### src/rtl/rej_sample_ntt.sv
// ============================================================================
// Module   : rej_sample_ntt
// Purpose  : Kyber SampleNTT rejection sampler; turns SHAKE128 rate blocks
//            into one polynomial of N coefficients in [0, Q).
// Revision : 1.0 - initial release
// ============================================================================
`default_nettype none

module rej_sample_ntt #(
  parameter int R = 1344,
  parameter int Q = 3329,
  parameter int N = 256
) (
  input  logic         clk,
  input  logic         rst,
  input  logic         start,
  input  logic [R-1:0] blk_in,
  input  logic         blk_valid,
  output logic         blk_ready,
  output logic [11:0]  coef_out,
  output logic [7:0]   coef_idx,
  output logic         coef_valid,
  input  logic         coef_ready,
  output logic         busy,
  output logic         done
);

  localparam logic [11:0] c_q        = 12'(Q);
  localparam logic [6:0]  c_last_k   = 7'(R / 12 - 1);
  localparam logic [8:0]  c_last_cnt = 9'(N - 1);

  typedef enum logic [1:0] {
    S_IDLE     = 2'd0,
    S_WAIT_BLK = 2'd1,
    S_SCAN     = 2'd2,
    S_DONE     = 2'd3
  } state_t;

  state_t         r_state;
  state_t         w_next;
  logic [R-1:0]   r_buf;
  logic [6:0]     r_k;
  logic [8:0]     r_cnt;

  logic [11:0]    w_cand;
  logic           w_accept;
  logic           w_last_k;
  logic           w_load;
  logic           w_shift;
  logic           w_inc_cnt;
  logic           w_clr_cnt;

  assign w_cand   = r_buf[11:0];
  assign w_accept = (w_cand < c_q);
  assign w_last_k = (r_k == c_last_k);
  assign busy     = (r_state != S_IDLE);

  always_ff @(posedge clk or posedge rst) begin
    if (rst) begin
      r_state <= S_IDLE;
    end else begin
      r_state <= w_next;
    end
  end

  always_comb begin
    w_next     = r_state;
    blk_ready  = 1'b0;
    coef_valid = 1'b0;
    coef_out   = 12'd0;
    coef_idx   = 8'd0;
    done       = 1'b0;
    w_load     = 1'b0;
    w_shift    = 1'b0;
    w_inc_cnt  = 1'b0;
    w_clr_cnt  = 1'b0;
    case (r_state)
      S_IDLE: begin
        if (start) begin
          w_clr_cnt = 1'b1;
          w_next    = S_WAIT_BLK;
        end
      end
      S_WAIT_BLK: begin
        blk_ready = 1'b1;
        if (blk_valid) begin
          w_load = 1'b1;
          w_next = S_SCAN;
        end
      end
      S_SCAN: begin
        if (w_accept) begin
          // Hold the candidate and its index steady until the consumer takes it.
          coef_valid = 1'b1;
          coef_out   = w_cand;
          coef_idx   = r_cnt[7:0];
          if (coef_ready) begin
            w_shift   = 1'b1;
            w_inc_cnt = 1'b1;
            if (r_cnt == c_last_cnt) begin
              w_next = S_DONE;
            end else if (w_last_k) begin
              w_next = S_WAIT_BLK;
            end
          end
        end else begin
          w_shift = 1'b1;
          if (w_last_k) begin
            w_next = S_WAIT_BLK;
          end
        end
      end
      S_DONE: begin
        done   = 1'b1;
        w_next = S_IDLE;
      end
      default: begin
        w_next = S_IDLE;
      end
    endcase
  end

  always_ff @(posedge clk or posedge rst) begin
    if (rst) begin
      r_buf <= '0;
      r_k   <= 7'd0;
      r_cnt <= 9'd0;
    end else begin
      if (w_load) begin
        r_buf <= blk_in;
        r_k   <= 7'd0;
      end else if (w_shift) begin
        r_buf <= {12'd0, r_buf[R-1:12]};
        r_k   <= r_k + 7'd1;
      end
      if (w_clr_cnt) begin
        r_cnt <= 9'd0;
      end else if (w_inc_cnt) begin
        r_cnt <= r_cnt + 9'd1;
      end
    end
  end

endmodule

`default_nettype wire

### config.mk
export PLATFORM = sky130hd
export DESIGN_NAME = rej_sample_ntt
export DESIGN_NICKNAME = d
export VERILOG_FILES = /design/src/rtl/rej_sample_ntt.sv
export SDC_FILE = /design/constraint.sdc
export NUM_CORES = 2
export LEC_CHECK = 0
export BUFFER_PORTS_ARGS = -buffer_cell sky130_fd_sc_hd__clkbuf_2
export CAP_MARGIN = 10
export CORE_AREA = 5 5 531 533
export DETAILED_ROUTE_END_ITERATION = 8
export DIE_AREA = 0 0 536 538
export SYNTH_ARGS = -nofsm -noshare
export SYNTH_HDL_FRONTEND = slang
export SYNTH_SLANG_ARGS = --single-unit
### constraint.sdc
create_clock -name clk -period 79.6 [get_ports clk]
set_clock_uncertainty 0.2 [all_clocks]
set_input_delay 3.98 -clock clk [delete_from_list [all_inputs] [get_ports clk]]
set_output_delay 3.98 -clock clk [all_outputs]
set_load 0.02 [all_outputs]
Word-level counts from Yosys, hierarchy flattened
Index checks and enable logic that the tools add are counted.
W data, S select, Z words.

word-level totals
  flip-flop bits (word level) = 1362
  bits of input ports = 1349
  output and inout bits = 24
  logic and storage cells = 50

operators by class
  add/sub/neg operators = 2
  magnitude comparators = 1
  equality and inequality tests = 8
  multiplexer cells = 30
  reductions and logical operators = 5

operators by type and width
  cell                    number
  $mux W1344              2
  $mux W12                2
  $mux W9                 2
  $mux W8                 2
  $mux W7                 2
  $mux W1                 13
  $lt A12 B12 Y1 const B  1
  $mux W2                 6
  $add A9 B1 Y9 const B   1
  $eq A9 B8 Y1 const B    1
  $pmux W2 S4             1
  $add A7 B1 Y7 const B   1
  $eq A7 B7 Y1 const B    1
  $reduce_bool A2 Y1      3
  $eq A2 B2 Y1 const B    2
  $ne A2 B2 Y1 const B    2
  $ne A3 B3 Y1 const B    1
  $reduce_and A3 Y1       1
  $eq A2 B1 Y1 const B    1
  $logic_not A2 Y1        1

Longest topological paths before layout
  word-level depth = 6
  gate-level depth with buffers = 9
  mapped depth without buffers = 7

Least setup slack after synthesis
No wires, ideal clock.

  path type = reg2out
  start = register r_buf[6]
  end = output coef_out[10]
  arrival = 1.773 ns
  data required time = 75.420 ns
  slack = 73.647 ns
  cell stages (with the launch flop) = 6
  path buffers = 1
  path through = dfrtp_1 > nor4_2 > a21oi_1 > nor2_1 > clkbuf_1 > and2_1

on the way
  word-level cells in the longest chain between the ends = 3

RTL lines
  item                    line  source
  start, declared         41    logic [R-1:0] r_buf;
  start signal, assigned  130   r_buf <= blk_in;
  start signal, assigned  133   r_buf <= {12'd0, r_buf[R-1:12]};
  $lt A12 B12 Y1          54    assign w_accept = (w_cand < c_q);
  $mux W12                92    if (w_accept) begin
  $mux W12                77    case (r_state)
  end, declared           20    output logic [11:0] coef_out,

No other way between the ends.

Worst setup path after layout
  start = input blk_valid
  end = register r_buf[948]

on the way
  word-level cells in the longest chain between the ends = 3
  elaborated cells on any way between the ends = 4
  classes of those cells = mux: 3; reduce/logical: 1

RTL lines
  item                                                     line  source
  start, declared                                          18    input logic blk_valid,
  $mux W1 (*)                                              86    if (blk_valid) begin
  $mux W1 (*)                                              77
  $mux W1344 / $reduce_bool A2 Y1 (equally long branches)  --

Every way passes the cells marked *; elsewhere a longest branch is shown, timed or not.
A chain may end at the register's enable or synchronous reset.

==> results.cfg <==
[clock_network]
clock_path_buffers = 4
cts_htree_levels = 4
post_cts_resized = 0
holdBufCountCts = 0
cts.sinks = 1362
cts_tree = done
clk_pin_slew_ns = 0.06
cts_buffers = 165
clock_latency_ns = 0.81
root_buffer = clkbuf_16
post_cts_buffers = 0

[floorplan]
initial_core_util = 0.2149
die_x_microns = 536
io_pins = 1373
die_area_sq_mm = 0.2884
rows = 193
fp.dieH_microns = 538
coreArea_sq_mm = 0.2760

[logic_synthesis]
syn_nets = 6153
synth_top_area_cell = dfrtp_1
synth_most_common_cell = dfrtp_1
synthTopCellsByCount = dfrtp_1 (1362), and3_1 (1321), a221o_1 (1320)
async_flop_share = 1.000
ys_seq_elements = 1362
synth_area_leaders = dfrtp_1 (57%), a221o_1 (22%), and3_1 (14%), clkbuf_1 (3.0%), buf_6 (0.82%)
synth_edf_count = 0
synth_area_sq_mm = 0.05933
syn_inst = 4801
synth_flop_cell = dfrtp_1
yosys.area.top_type_share = 0.5745
ys_types = 38
synth.yosys.seq_area_share = 0.5745
syn_area_per_cell_sq_um = 12.36
yosys_warnings = 0

[detailed_routing]
wl_microns = 260100
top_layer_used = met5
avgViaCountPerCell = 5.214
dr.pass1.iters = 9
wl_met1_microns = 105300
ant_nets = 0
wl_met3_microns = 27210
drtIter0Drc = 6661
dr_wl_met2_microns = 117800
drc = 0
dr_total_vias = 50620
wl_per_cell_microns = 26.79

[final_layout]
instances_no_fill = 9709
syn_to_final_growth_pct = 25.81
fin_util = 0.2704
drive_gt1_frac = 0.2881
final_nets = 7149

[timing]
slew_viol_final = 0
rsz0062_at_grt = false
timing.slew.headroom = 0.09620
setup_viol = 0
max_freq_mhz = 103.2
final_hold_viol_count = 0
worstMarginPinSlew_ns = 1.356
min_period_over_period = 0.1217
tns_ns = 0
layout_min_cycle_time_ns = 9.690
setup_slack_ns = 69.91

[worst_setup_path]
worstSetupPathType = in -> reg
r2r_setup_slack_ns = 72.13
critPathArrivalTime_ns = 10.23
critPathLaunchType = input pin
r2r_start = r_state[0]
crit_path_end_kind = flop
reg2reg_to = r_buf[948]
worst-path-max-fanout = 112
reg2regPathDepth = 8
crit_required_ns = 80.14

[global_routing]
gr-total-overflow = 0
grt_pass1_wl_microns = 364200
grt_pass1_vias = 50030
grt_antenna_before_repair = 135
grt_max_degree = 295
track_usage = 0.1681

[power]
pwr-share-comb = 0.315
ir_drop_mv = 0.02035
power_frac_clock = 0.261
power.switching_mw = 1.067
sequentialPowerShare = 0.423
switching_share = 0.3488
powerDensity_mw_per_mm2 = 40.98
total_leakage_power_nw = 37.62
intPower_mw = 1.992

[min_path]
holdPathEnd = r_buf[23]
hp-start = r_buf[35]
hold_path_class = reg -> reg
hold-path-cell-count = 1

[flow_run]
cap_violations = 0

[placed_design]
pre_cts_ws_ns = 69.25
place_inst = 9335
io_buffer_count = 1372
gp_congestion = 0.9187
hpwl_microns = 182500

[outcome]
status = finished clean
sequential cells by signal, indices dropped and copies added (netlist names):
name	flops
r_buf	1344
r_cnt	9
r_k	7
r_state	2
worst max-delay path by stage:
stage                   start           to  slack (ns)
finish              blk_valid   r_buf[948]       69.91
global route        blk_valid    r_buf[65]       69.74
CTS                 blk_valid   r_buf[948]       70.19
detailed placement  blk_valid   r_buf[912]       69.25
global placement    blk_valid  r_buf[1006]       69.41
floorplan                 rst     r_buf[0]       37.02
metrics by stage:
step                power (mW)  cell area (sq um)  hold slack (ns)
global route             3.226              74570           0.2930
global placement         2.223              68770           0.2574
detailed placement       2.248              68770           0.2799
floorplan                1.922              59330           0.2400
CTS                      3.077              74450           0.2665
finish                   3.059              74640           0.2700
worst max-delay path, stage by stage:
cell	delay, ns
clkbuf_2	0.13
and2_4	0.77
buf_4	0.96
buf_4	0.88
buf_4	0.88
buf_4	0.75
buf_4	1.06
a221o_1	0.33
metal layers:
layer | track usage | up-vias
li1 | - | 21570
met1 | 0.2178 | 25940
met2 | 0.2593 | 2576
met4 | 0.06407 | 86
met3 | 0.05653 | 454
met5 | 0 | -
cell type report:
type	instances	area, sq um
Clock inverter	79	1052
Fill cell	28790	201400
Multi-Input combinational cell	2836	22580
Antenna cell	75	187.7
Tap cell	3705	4636
Clock buffer	220	4628
Sequential cell	1362	34080
Inverter	4	22.52
Timing Repair Buffer	1428	7450
power groups by stage:
stage	Clock (mW)	Sequential [mW]	Combinational, mW
2_1_floorplan	0	1.14	0.783
3_3_place_gp	0	1.30	0.924
3_5_place_dp	0	1.29	0.954
4_1_cts	0.818	1.29	0.964
5_1_grt	0.844	1.32	1.06
6_report	0.799	1.29	0.965
cells by family (layout without fill, tap and decap cells):
family / count (synthesis) / in the layout / synth area share
adder cells (fa/ha/maj): 3 / 3 / 0.0006328
AND/OR/NAND/NOR: 1472 / 1472 / 0.1516
multiplexers: 9 / 9 / 0.001519
XOR/XNOR: 4 / 4 / 0.0005905
AO/OA/AOI/OAI: 1348 / 1348 / 0.2257
buffers and inverters: 603 / 1731 / 0.04549
other: 0 / 75 / 0
flip-flops: 1362 / 1362 / 0.5745
layout by cell type (no fill, tap or decap), drive strengths merged:
| cell type | netlist | layout |
|---|---|---|
| a211o | 1 | 1 |
| a21boi | 2 | 2 |
| a21oi | 5 | 5 |
| a221o | 1320 | 1320 |
| a31o | 2 | 2 |
| a41o | 1 | 1 |
| a41oi | 1 | 1 |
| and2 | 23 | 23 |
| and3 | 1321 | 1321 |
| and4 | 1 | 1 |
| buf | 122 | 56 |
| bufinv | 0 | 19 |
| clkbuf | 477 | 1592 |
| clkinv | 0 | 38 |
| clkinvlp | 0 | 9 |
| dfrtp | 1362 | 1362 |
| diode | 0 | 75 |
| ha | 3 | 3 |
| inv | 4 | 17 |
| mux2i | 9 | 9 |
| nand2 | 69 | 69 |
| nand2b | 3 | 3 |
| nand3 | 32 | 32 |
| nand4 | 4 | 4 |
| nor2 | 10 | 10 |
| nor2b | 2 | 2 |
| nor3 | 1 | 1 |
| nor3b | 1 | 1 |
| nor4 | 3 | 3 |
| nor4b | 2 | 2 |
| o211ai | 1 | 1 |
| o21ai | 14 | 14 |
| o22ai | 1 | 1 |
| xnor2 | 4 | 4 |
Power figures use the tool's default switching activity.
